==> src/rtl/pc_fetch_if.sv <==
// Instruction-memory request/response bus between the fetch stage (master) and
// instruction memory (slave).
`ifndef DATASIZE
`define DATASIZE 32
`endif

interface pc_fetch_if #(
    parameter int datawidth = `DATASIZE
);
    logic                 imem_req;
    logic [datawidth-1:0] imem_addr;
    logic                 imem_ack;
    logic [datawidth-1:0] imem_data;

    modport master (
        output imem_req,
        output imem_addr,
        input  imem_ack,
        input  imem_data
    );

    modport slave (
        input  imem_req,
        input  imem_addr,
        output imem_ack,
        output imem_data
    );
endinterface

==> src/rtl/pc_fetch.sv <==
// Instruction fetch stage: IDLE/FETCH/HOLD control, PC register and a one-entry
// registered instruction slot toward decode, with branch redirect.
`ifndef DATASIZE
`define DATASIZE 32
`endif

module pc_fetch #(
    parameter int                   datawidth = `DATASIZE,
    parameter logic [datawidth-1:0] RESET_PC  = '0
) (
    input  logic                 clk,
    input  logic                 rst,
    input  logic                 stall,
    input  logic                 br_taken,
    input  logic [datawidth-1:0] br_target,
    input  logic [datawidth-1:0] npc_in,
    output logic [datawidth-1:0] pc_cur,
    pc_fetch_if.master           imem,
    output logic [datawidth-1:0] inst_out,
    output logic [datawidth-1:0] inst_pc,
    output logic                 inst_valid
);

    typedef enum logic [1:0] {
        IDLE  = 2'd0,
        FETCH = 2'd1,
        HOLD  = 2'd2
    } state_t;

    state_t state;
    logic   req;

    assign imem.imem_req  = req;
    assign imem.imem_addr = pc_cur;

    // NOTE: req is registered alongside the state so it is a clean flop output,
    // and every register here uses non-blocking assignment so all of them
    // sample pre-edge values regardless of statement order.
    always_ff @(posedge clk or posedge rst) begin
        if (rst) begin
            state      <= IDLE;
            req        <= 1'b0;
            pc_cur     <= RESET_PC;
            inst_out   <= '0;
            inst_pc    <= '0;
            inst_valid <= 1'b0;
        end else if (br_taken) begin
            // Redirect wins over any same-cycle ack; the returned word is dropped.
            state      <= IDLE;
            req        <= 1'b0;
            pc_cur     <= br_target;
            inst_valid <= 1'b0;
        end else begin
            case (state)
                IDLE: begin
                    state <= FETCH;
                    req   <= 1'b1;
                end
                FETCH: begin
                    if (inst_valid && stall) begin
                        // Decode is full: drop the request, ignore any ack.
                        state <= HOLD;
                        req   <= 1'b0;
                    end else if (imem.imem_ack) begin
                        inst_out   <= imem.imem_data;
                        inst_pc    <= pc_cur;
                        inst_valid <= 1'b1;
                        pc_cur     <= npc_in;
                    end else begin
                        inst_valid <= 1'b0;
                    end
                end
                HOLD: begin
                    if (!stall) begin
                        state      <= FETCH;
                        req        <= 1'b1;
                        inst_valid <= 1'b0;
                    end
                end
                default: begin
                    state <= IDLE;
                    req   <= 1'b0;
                end
            endcase
        end
    end

endmodule

==> src/flat_wrapper.sv <==
// flat-port wrapper written by rule: the top's interface ports become plain ports
module pc_fetch_flat 
#(
    parameter int                   datawidth = `DATASIZE,
    parameter logic [datawidth-1:0] RESET_PC  = '0
)
  (clk, rst, stall, br_taken, br_target, npc_in, pc_cur, inst_out, inst_pc, inst_valid, imem_imem_req, imem_imem_addr, imem_imem_ack, imem_imem_data);
  pc_fetch_if #(.datawidth(datawidth)) imem_i ();
  input  logic clk;
  input  logic rst;
  input  logic stall;
  input  logic br_taken;
  input  logic [datawidth-1:0] br_target;
  input  logic [datawidth-1:0] npc_in;
  output logic [datawidth-1:0] pc_cur;
  output logic [datawidth-1:0] inst_out;
  output logic [datawidth-1:0] inst_pc;
  output logic inst_valid;
  output wire logic [$bits(imem_i.imem_req)-1:0] imem_imem_req;
  output wire logic [$bits(imem_i.imem_addr)-1:0] imem_imem_addr;
  input wire logic [$bits(imem_i.imem_ack)-1:0] imem_imem_ack;
  input wire logic [$bits(imem_i.imem_data)-1:0] imem_imem_data;
  assign imem_imem_req = imem_i.imem_req;
  assign imem_imem_addr = imem_i.imem_addr;
  assign imem_i.imem_ack = imem_imem_ack;
  assign imem_i.imem_data = imem_imem_data;
  pc_fetch #(.datawidth(datawidth), .RESET_PC(RESET_PC)) u_core (.clk(clk), .rst(rst), .stall(stall), .br_taken(br_taken), .br_target(br_target), .npc_in(npc_in), .pc_cur(pc_cur), .imem(imem_i), .inst_out(inst_out), .inst_pc(inst_pc), .inst_valid(inst_valid));
endmodule
==> config.mk <==
export PLATFORM = sky130hd
export DESIGN_NAME = pc_fetch_flat
export DESIGN_NICKNAME = d
export VERILOG_FILES = /design/src/rtl/pc_fetch_if.sv /design/src/rtl/pc_fetch.sv /design/src/flat_wrapper.sv
export SDC_FILE = /design/constraint.sdc
export NUM_CORES = 1
export LEC_CHECK = 0
export BUFFER_PORTS_ARGS = -buffer_cell sky130_fd_sc_hd__buf_2
export CAP_MARGIN = 0
export CORE_MARGIN = 2
export CORE_UTILIZATION = 30
export CTS_CLUSTER_DIAMETER = 100
export DETAILED_ROUTE_END_ITERATION = 10
export GPL_TIMING_DRIVEN = 0
export HOLD_SLACK_MARGIN = 0.12
export SETUP_SLACK_MARGIN = 0.1
export SLEW_MARGIN = 15
export SYNTH_ARGS = -nofsm -noshare
export SYNTH_HDL_FRONTEND = slang
export SYNTH_SLANG_ARGS = --single-unit
export TNS_END_PERCENT = 10
==> constraint.sdc <==
create_clock -name clk -period 2.74 [get_ports clk]
set_input_delay 0.274 -clock clk [delete_from_list [all_inputs] [get_ports clk]]
set_output_delay 0.274 -clock clk [all_outputs]
set_load 0.03 [all_outputs]
==> results of run 1 <==
==> metrics by stage <==
step | instance area, um2 | hold WS [ns] | util (%)
after floorplan | 4240 | 0.376 | -
after global placement | 5620 | 0.482 | 40.6
after detailed placement | 5690 | 0.295 | 41.1
after CTS | 5990 | 0.140 | 43.3
after global routing | 5990 | 0.144 | 43.3
final | 5990 | 0.160 | 43.3
==> state kept, by name, indices dropped and copies added (netlist names) <==
signal,count
u_core.inst_pc,32
u_core.state,1
u_core.imem.imem_req,1
u_core.inst_valid,1
u_core.inst_out,32
u_core.imem.imem_addr,32
==> cell usage in the layout (no fill, tap or decap), types with 2 or more instances in the layout <==
cell,Yosys,layout
clkinv_2,0,3
mux2_2,57,57
mux2_4,8,8
dfrtp_1,99,99
buf_6,3,3
clkbuf_1,6,6
o21ai_0,2,2
buf_2,6,236
nand2b_1,34,34
o221a_2,32,32
clkinvlp_4,0,3
buf_12,0,2
clkbuf_16,0,9
buf_4,33,33
==> kinds of logic (layout without fill, tap and decap cells) <==
kind of cell / Yosys count / count (layout) / synth area share (%)
multiplexers: 65 / 65 / 18.0
buffers and inverters: 51 / 301 / 8.41
AO/OA/AOI/OAI: 39 / 39 / 9.65
flip-flops: 99 / 99 / 58.4
AND/OR/NAND/NOR: 38 / 38 / 5.55
==> layer usage <==
metal	GRT usage [%]	routed length (um)	vias to the layer above
li1	-	-	1509
met3	3.18	692	16
met1	16.7	4330	1561
met5	0	0	-
met4	6.47	228	0
met2	23.2	5260	125
==> area by class of cell <==
class / count / area [um2] / area share, %
Clock inverter: 7 / 68.8 / 1.15
Multi-Input combinational cell: 142 / 1410 / 23.5
Buffer: 49 / 349 / 5.83
Tap cell: 180 / 225 / 3.76
Clock buffer: 9 / 225 / 3.76
Sequential cell: 99 / 2480 / 41.3
Inverter: 2 / 11.3 / 0.188
Timing Repair Buffer: 234 / 1230 / 20.5
==> cell usage after synthesis (2+ instances only) <==
library cell | count | share of area (%)
buf_6 | 3 | 0.80
dfrtp_1 | 99 | 58
clkbuf_1 | 6 | 0.53
inv_1 | 2 | 0.18
o21ai_0 | 2 | 0.24
nand2b_1 | 34 | 5.0
o221a_2 | 32 | 8.5
mux2_4 | 8 | 2.8
buf_2 | 6 | 0.71
buf_4 | 33 | 5.8
mux2_2 | 57 | 15
==> worst min-delay path by stage <==
stage | from | endpoint | slack (ns) | depth (start not counted)
after floorplan | stall | u_core.imem.imem_req | 0.38 | 1
after global placement | u_core.inst_out[18] | u_core.inst_out[18] | 0.48 | 1
after detailed placement | rst | u_core.inst_out[9] | 0.29 | 2
after CTS | imem_imem_data[28] | u_core.inst_out[28] | 0.14 | 2
after global routing | imem_imem_data[20] | u_core.inst_out[20] | 0.14 | 2
final | imem_imem_data[28] | u_core.inst_out[28] | 0.16 | 2
==> power groups by stage <==
stage | clock network, uW | registers [uW] | logic (uW)
finish | 1240 | 1940 | 1690
global route | 1350 | 1980 | 1800
CTS | 1280 | 1940 | 1720
detailed placement | 0 | 1970 | 1710
global placement | 0 | 1950 | 1690
floorplan | 0 | 2550 | 563
==> critical path, stage by stage (launching register included) <==
cell and delay (ns):
dfrtp_1 0.43, nand2b_1 0.19, o21bai_1 0.45, clkbuf_1 0.49, o221a_2 0.30
==> impl_metrics.env, run 1 <==
export IMPL_r2r_start="u_core.state[1]"
export IMPL_synthFlopType="dfrtp_1"
export IMPL_min_period_over_period_pct=70.3
export IMPL_p_switching_uw=1760
export IMPL_port_buffers=230
export IMPL_netlist_area_um2=4240
export IMPL_critPathMaxFanout=10
export IMPL_ctsResizeCount=0
export IMPL_cap_violations=0
export IMPL_drc=0
export IMPL_clockBufferDepth=2
export IMPL_n_antenna_cell=0
export IMPL_total_power_uw=4860
export IMPL_p_int_uw=3100
export IMPL_ant_nets=0
export IMPL_drv_slew=0
export IMPL_hold_buffers=1
export IMPL_status="finished clean"
export IMPL_nFillCells=1311
export IMPL_grt_max_degree=36
export IMPL_vias=3211
export IMPL_clock_power_share_pct=25.4
export IMPL_fmax_ghz=0.519
export IMPL_reg2reg_slack_ns=0.81
export IMPL_grt_usage_pct=13.8
export IMPL_dr_first_iter_drc_count=98
export IMPL_ys_seq_area_share_pct=58.4
export IMPL_place_inst=705
export IMPL_die_y_um=123
export IMPL_startpoint="u_core.state[1]"
export IMPL_synth_cell_types=21
export IMPL_hpwl_um=8220
export IMPL_crit_required_ns=3.02
export IMPL_peakVddDrop_uv=337
export IMPL_crit_arrival_ns=2.20
export IMPL_stdcell_count=722
export IMPL_gp_congestion=0.738
export IMPL_routedWlPerCell_um=14.5
export IMPL_endpoint="u_core.imem.imem_addr[1]"
export IMPL_pin_count=231
export IMPL_skew_ns=0.00730
export IMPL_antenna_found_initial=0
export IMPL_setup_violations=0
export IMPL_numCtsBuffers=9
export IMPL_tightest_slew_ns=0.541
export IMPL_drt_total_wl_um=10500
export IMPL_fin_ws_ns=0.815
export IMPL_p_leak_uw=0.00293
export IMPL_postSynthCellCount=292
export IMPL_nets=638
export IMPL_seq_power_share_pct=39.8
export IMPL_hp_class="in -> reg"
export IMPL_synth_warnings=0
export IMPL_dieArea_um2=15100
export IMPL_syn_area_per_cell_um2=14.5
export IMPL_synth_nets=393
export IMPL_post_cts_buffers=0
export IMPL_yosys_register_bits=99
export IMPL_grt_first_pass_wirelength_um=15900
export IMPL_numClockSinks=99
export IMPL_firstDrtPassIters=4
export IMPL_viasPerCell=4.45
export IMPL_die_w_um=123
export IMPL_rr_worst_depth=4
export IMPL_crit_path_end_kind="flip-flop"
export IMPL_drive_gt1_share_pct=72.1
export IMPL_clk_latency_ns=0.34
export IMPL_root_buffer="clkbuf_16"
export IMPL_final_setup_tns_ns=0
export IMPL_grt_pass1_vias=3155
export IMPL_relSlewSlack_pct=63.9
export IMPL_critical_path_class="reg -> reg"
export IMPL_row_count=43
export IMPL_ys_async_sr_fraction_pct=100
export IMPL_cp_start_kind="flip-flop"
export IMPL_grt_overflow=0
export IMPL_period_minus_slack_ns=1.93
export IMPL_cts_tree="done"
export IMPL_syn_to_final_growth_pct=41.3
export IMPL_core_area_um2=13800
export IMPL_power_frac_comb_pct=34.7
export IMPL_clk_transition_reported_paths_ns=0.07
export IMPL_initial_core_util_pct=30.7
export IMPL_synth_edff_count=0
export IMPL_pre_cts_ws_ns=0.699
export IMPL_powerDensity_nw_per_um2=812
export IMPL_htree_levels=3
export IMPL_r2r_end="u_core.imem.imem_addr[1]"
export IMPL_swShare_pct=36.3
export IMPL_hold_viol=0
export IMPL_rsz0062_at_grt="false"
Power figures use the tool's default switching activity.
==> run 2: changes to the inputs <==
- ABC_AREA: unset -> 1
- clock period: 2.74 -> 1.6 ns (I/O delays scaled with it)
==> run 2 against run 1 <==
Compared with the run above:
- non-clock buffer count up 111
- cell count up 53%
- combinational power rose to 3.1 times the previous value
- routed wire length up 42%
- global-route usage up 4.7 points
- critical path depth up 3
- die area up 8.3%
- total power up 130%
- synthesized cell count up 97%
- largest power group is now combinational logic
- highest routed layer unchanged
==> impl_metrics.env, run 2 <==
export IMPL_grt_overflow=0
export IMPL_most_common_layout_cells="nand2_1 (292), buf_2 (244), dfrtp_1 (99), dlygate4sd3_1 (93), o21ai_0 (57)"
export IMPL_hold_viol=0
export IMPL_clockBufferDepth=2
export IMPL_viasPerCell=4.39
export IMPL_numCtsBuffers=9
export IMPL_dieArea_um2=16400
export IMPL_yosys_register_bits=99
export IMPL_synth_compound_area_share_pct=7.45
export IMPL_syn_area_per_cell_um2=7.99
export IMPL_drc=0
export IMPL_skew_ns=0.00746
export IMPL_nets=1013
export IMPL_crit_path_end_kind="flip-flop"
export IMPL_clk_transition_reported_paths_ns=0.07
export IMPL_synth_common_cells="nand2_1 (293), dfrtp_1 (99), o21ai_0 (57)"
export IMPL_synth_area_top_cells="dfrtp_1 (54%), nand2_1 (24%), o21ai_0 (6.2%), buf_4 (5.4%), nand3_1 (3.6%)"
export IMPL_cp_start_kind="flip-flop"
export IMPL_cts_tree="done"
export IMPL_synth_xor_area_share_pct=0
export IMPL_synth_top_family_by_area="simple AND/OR/NAND/NOR gates"
export IMPL_synth_top_area_share_pct=53.8
export IMPL_row_count=45
export IMPL_routedWlPerCell_um=13.5
export IMPL_nFillCells=1516
export IMPL_min_period_over_period_pct=88.7
export IMPL_pre_cts_ws_ns=0.106
export IMPL_peakVddDrop_uv=576
export IMPL_status="finished clean"
export IMPL_hp_class="in -> reg"
export IMPL_vias=4851
export IMPL_yosysMostFrequentCell="nand2_1"
export IMPL_fmax_ghz=0.705
export IMPL_drv_slew=0
export IMPL_p_leak_uw=0.00413
export IMPL_ant_nets=0
export IMPL_final_setup_tns_ns=0
export IMPL_numClockSinks=99
export IMPL_fin_ws_ns=0.181
export IMPL_initial_core_util_pct=30.5
export IMPL_htree_levels=3
export IMPL_synth_edff_count=0
export IMPL_period_minus_slack_ns=1.42
export IMPL_setup_violations=0
export IMPL_grt_first_pass_wirelength_um=23700
export IMPL_dr_first_iter_drc_count=188
export IMPL_syn_to_final_growth_pct=58.6
export IMPL_n_antenna_cell=0
export IMPL_synth_warnings=0
export IMPL_pin_count=231
export IMPL_synth_cell_types=19
export IMPL_netlist_area_um2=4600
export IMPL_relSlewSlack_pct=68.0
export IMPL_ys_seq_area_share_pct=53.8
export IMPL_grt_pass1_vias=4724
export IMPL_antenna_found_initial=0
export IMPL_ys_async_sr_fraction_pct=100
export IMPL_yosys_area_share_simple_pct=29.1
export IMPL_firstDrtPassIters=5
export IMPL_grt_usage_pct=18.5
export IMPL_muxShareOfSynthArea_pct=0
export IMPL_postSynthCellCount=576
export IMPL_total_power_uw=11300
export IMPL_die_y_um=128
export IMPL_cap_violations=0
export IMPL_drive_gt1_share_pct=34.5
export IMPL_crit_arrival_ns=1.70
export IMPL_rsz0062_at_grt="true"
export IMPL_post_cts_buffers=0
export IMPL_critical_path_class="reg -> reg"
export IMPL_powerDensity_nw_per_um2=1550
export IMPL_layout_commonest_cell="nand2_1"
export IMPL_gp_congestion=0.769
export IMPL_grt_max_degree=36
export IMPL_critPathMaxFanout=10
export IMPL_synth_nets=677
export IMPL_yosysTopAreaCell="dfrtp_1"
export IMPL_hpwl_um=10400
export IMPL_tightest_slew_ns=0.479
export IMPL_synthFlopType="dfrtp_1"
export IMPL_root_buffer="clkbuf_16"
export IMPL_synthAdderAreaFrac_pct=0
export IMPL_clk_latency_ns=0.34
export IMPL_utilization_pct=48.4
export IMPL_holdWs_ns=0.139
export IMPL_port_buffers=229
export IMPL_core_area_um2=15100
export IMPL_crit_required_ns=1.88
export IMPL_die_w_um=128
export IMPL_drt_total_wl_um=15000
-- run 2: layer usage --
| metal | GRT usage [%] | up-vias | share of wire [%] |
|---|---|---|---|
| li1 | - | 2450 | - |
| met2 | 30.9 | 156 | 48 |
| met5 | 0 | - | 0 |
| met1 | 23.3 | 2219 | 43 |
| met4 | 8.60 | 0 | 3.0 |
| met3 | 3.17 | 26 | 5.2 |
-- run 2: cell families after synthesis --
| family | count (synthesis) |
|---|---|
| flip-flops | 99 |
| AND/OR/NAND/NOR | 334 |
| AO/OA/AOI/OAI | 68 |
| buffers and inverters | 75 |
-- run 2: worst max-delay path, stage by stage (launching register included) --
cell and delay [ns]:
dfrtp_1 0.41, nand2_2 0.11, nand2_2 0.06, buf_6 0.15
nor2_8 0.21, buf_2 0.26, nand2_1 0.08, nand2_1 0.07
-- run 2: worst paths after layout --
check,startpoint,end,slack (ns),cells past startpoint
max reg2reg,u_core.inst_valid,u_core.inst_out[20],0.18,7
max in group asynchronous,rst,u_core.imem.imem_addr[19],0.55,5
min in group asynchronous,rst,u_core.inst_out[3],0.38,3
min,br_target[16],u_core.imem.imem_addr[16],0.14,5
max,u_core.inst_valid,u_core.inst_out[20],0.18,7
min reg2reg,u_core.inst_out[31],u_core.inst_out[31],0.48,2
-- run 2: stage by stage --
step,instance area (um2),std cells
global placement,5990,993
floorplan,4610,576
detailed placement,6050,996
CTS,7280,1105
global route,7300,1105
finish,7300,1105
-- run 2: where the power goes --
part | total (uW) | internal (uW) | leakage, uW | switching (uW)
combinational | 5170 | 1610 | 0.00276 | 3560
clock | 2190 | 1210 | 0.000135 | 975
sequential | 3920 | 3380 | 0.00124 | 543
-- run 2: timing repair --
action                     4_1_cts  5_1_grt
pin swaps                        0        0
hold endpoints to repair       136        0
hold buffers                    93        0
gates resized for setup          1       14
setup endpoints to repair       13       66
gates cloned                     0        0
-- run 2: cell type report --
cell class / instances / area [um2] / area share [%]
Clock inverter: 6 / 66.3 / 0.908
Buffer: 69 / 440 / 6.03
Multi-Input combinational cell: 402 / 1690 / 23.1
Inverter: 6 / 26.3 / 0.360
Sequential cell: 99 / 2480 / 33.9
Tap cell: 188 / 235 / 3.22
Timing Repair Buffer: 325 / 2140 / 29.3
Clock buffer: 10 / 229 / 3.14
==> run 3: changes to the inputs <==
- ABC_AREA: 1 -> unset
- SLEW_MARGIN: 15 -> 25
==> run 3 against run 2 <==
Compared with the run above:
- the run now ends with setup timing left
- maximum frequency fell by 20%
- design area down 7.7%
- hold slack better by 0.025 ns
- register-to-register slack worse by 0.35 ns
- combinational power decreased by 41%
- routed wire length fell by 23%
- count of clock-buffer cells in the layout is 1 lower
- sequential share of layout area grew 2.9 points
- die area is 7.6% lower
==> impl_metrics.env, run 3 (synthesized netlist as in run 1, its figures left out) <==
export IMPL_clk_latency_ns=0.34
export IMPL_hp_class="in -> reg"
export IMPL_die_y_um=123
export IMPL_ant_nets=0
export IMPL_most_common_layout_cells="buf_2 (235), dfrtp_1 (99), dlygate4sd3_1 (66), mux2_2 (57), buf_4 (37)"
export IMPL_setup_violations=96
export IMPL_cap_violations=0
export IMPL_relSlewSlack_pct=67.2
export IMPL_die_w_um=123
export IMPL_row_count=43
export IMPL_vias=3505
export IMPL_core_area_um2=13800
export IMPL_grt_busiest_layer="met2"
export IMPL_multiInputGateArea_um2=1430
export IMPL_clk_transition_reported_paths_ns=0.07
export IMPL_viasPerCell=4.43
export IMPL_fmax_ghz=0.567
export IMPL_p_leak_uw=0.00325
export IMPL_syn_to_final_growth_pct=58.8
export IMPL_violations="setup timing"
export IMPL_holdPathEnd="u_core.imem.imem_addr[23]"
export IMPL_drv_slew=0
export IMPL_firstDrtPassIters=4
export IMPL_clockBufferDepth=2
export IMPL_tightest_slew_ns=0.493
export IMPL_crit_path_end_kind="flip-flop"
export IMPL_status="finished, violations left"
export IMPL_critical_path_class="reg -> reg"
export IMPL_port_buffers=230
export IMPL_grt_first_pass_wirelength_um=17400
export IMPL_rr_worst_depth=6
export IMPL_cp_start_kind="flip-flop"
export IMPL_n_antenna_cell=0
export IMPL_routedWlPerCell_um=14.6
export IMPL_min_period_over_period_pct=110
export IMPL_r2r_end="u_core.inst_pc[23]"
export IMPL_drc=0
export IMPL_hpwl_um=8240
export IMPL_met2_usage_pct=27.1
export IMPL_hold_viol=0
export IMPL_grt_usage_pct=15.0
export IMPL_reg2reg_slack_ns=-0.16
export IMPL_pre_cts_ws_ns=-0.438
export IMPL_r2r_start="u_core.inst_valid"
export IMPL_placed_area_um2=5690
export IMPL_crit_arrival_ns=1.99
export IMPL_nFillCells=1232
export IMPL_period_minus_slack_ns=1.76
export IMPL_dieArea_um2=15100
export IMPL_cts_tree="done"
export IMPL_rsz0062_at_grt="true"
export IMPL_hold_depth=3
export IMPL_critPathMaxFanout=10
export IMPL_dr_first_iter_drc_count=93
export IMPL_fin_ws_ns=-0.164
export IMPL_skew_ns=0.00690
export IMPL_hp_start="br_target[23]"
export IMPL_antenna_found_initial=0
export IMPL_grt_pass1_vias=3542
export IMPL_pin_count=231
export IMPL_register_area_um2=2480
export IMPL_initial_core_util_pct=30.7
export IMPL_powerDensity_nw_per_um2=1260
export IMPL_numCtsBuffers=9
export IMPL_drt_total_wl_um=11600
export IMPL_use_met3_pct=3.37
export IMPL_fin_area_um2=6730
export IMPL_peakVddDrop_uv=484
export IMPL_root_buffer="clkbuf_16"
export IMPL_htree_levels=3
export IMPL_final_setup_tns_ns=-9.61
export IMPL_gp_congestion=0.738
export IMPL_grt_max_degree=33
export IMPL_grt_overflow=0
export IMPL_layout_commonest_cell="buf_2"
export IMPL_drive_gt1_share_pct=65.4
export IMPL_crit_required_ns=1.82
export IMPL_nets=708
export IMPL_numClockSinks=99
export IMPL_grtUsageMet1_pct=17.2
run 3: cell types whose count changed in the layout (fill, tap and decap cells not counted), moves of 6 or more:
cell           delta
o21ai_0          -55
clkbuf_1          -6
mux2_2           +57
dlygate4sd3_1    -27
o21ai_1           -8
mux2_4            +8
nand3_1          -33
buf_2             -9
o221a_2          +31
nand2_1         -291
nand2b_1         +33
run 3: timing repair:
item,4_1_cts,5_1_grt
resized for setup,11,1
setup buffers,5,0
hold buffers,66,0
setup endpoints to repair,96,96
hold endpoints to repair,83,0
run 3: layer usage:
layer  routed length (um)  vias to the layer above
met2                 6140                      130
met4                  161                        0
met5                    0                        -
met3                  667                       14
li1                     -                     1645
met1                 4580                     1716
run 3: per-stage QoR:
stage	hold WS, ns	cells	utilization (%)	total power [uW]
final	0.164	792	48.7	8510
after global routing	0.163	792	48.7	8960
after CTS	0.146	792	48.7	8620
after detailed placement	0.206	705	41.1	6310
after global placement	0.393	702	40.6	6230
after floorplan	0.262	292	-	5340
run 3: where the power goes:
part	leakage (uW)	total (uW)	internal, uW	switching, uW
Combinational	0.00197	3060	1210	1850
Sequential	0.00114	3320	3020	309
Clock	0.000141	2120	1210	913
run 3: critical path: stages (launching register included):
cell,delay (ns)
dfrtp_1,0.39
a21bo_2,0.21
or3_4,0.33
buf_6,0.15
buf_12,0.13
buf_12,0.14
mux2_4,0.29
run 3: worst max path at each step:
| stage | slack [ns] | start | cells after the start | to |
|---|---|---|---|---|
| after CTS | -0.15 | u_core.inst_valid | 6 | u_core.inst_pc[23] |
| after detailed placement | -0.44 | u_core.state[1] | 4 | u_core.imem.imem_addr[2] |
| final | -0.16 | u_core.inst_valid | 6 | u_core.inst_pc[23] |
| after floorplan | -0.26 | u_core.inst_valid | 6 | u_core.inst_pc[20] |
| after global placement | -0.37 | u_core.state[1] | 4 | u_core.imem.imem_addr[1] |
| after global routing | -0.20 | u_core.inst_valid | 6 | u_core.inst_pc[27] |
run 3: cell type report:
cell class                 count  area share, %
sequential                    99           36.8
timing repair buffer         304           28.5
multi-input combinational    142           21.3
buffer                        49           5.61
clock buffer                   9           3.34
tap                          180           3.34
clock inverter                 7           1.02
inverter                       2          0.167
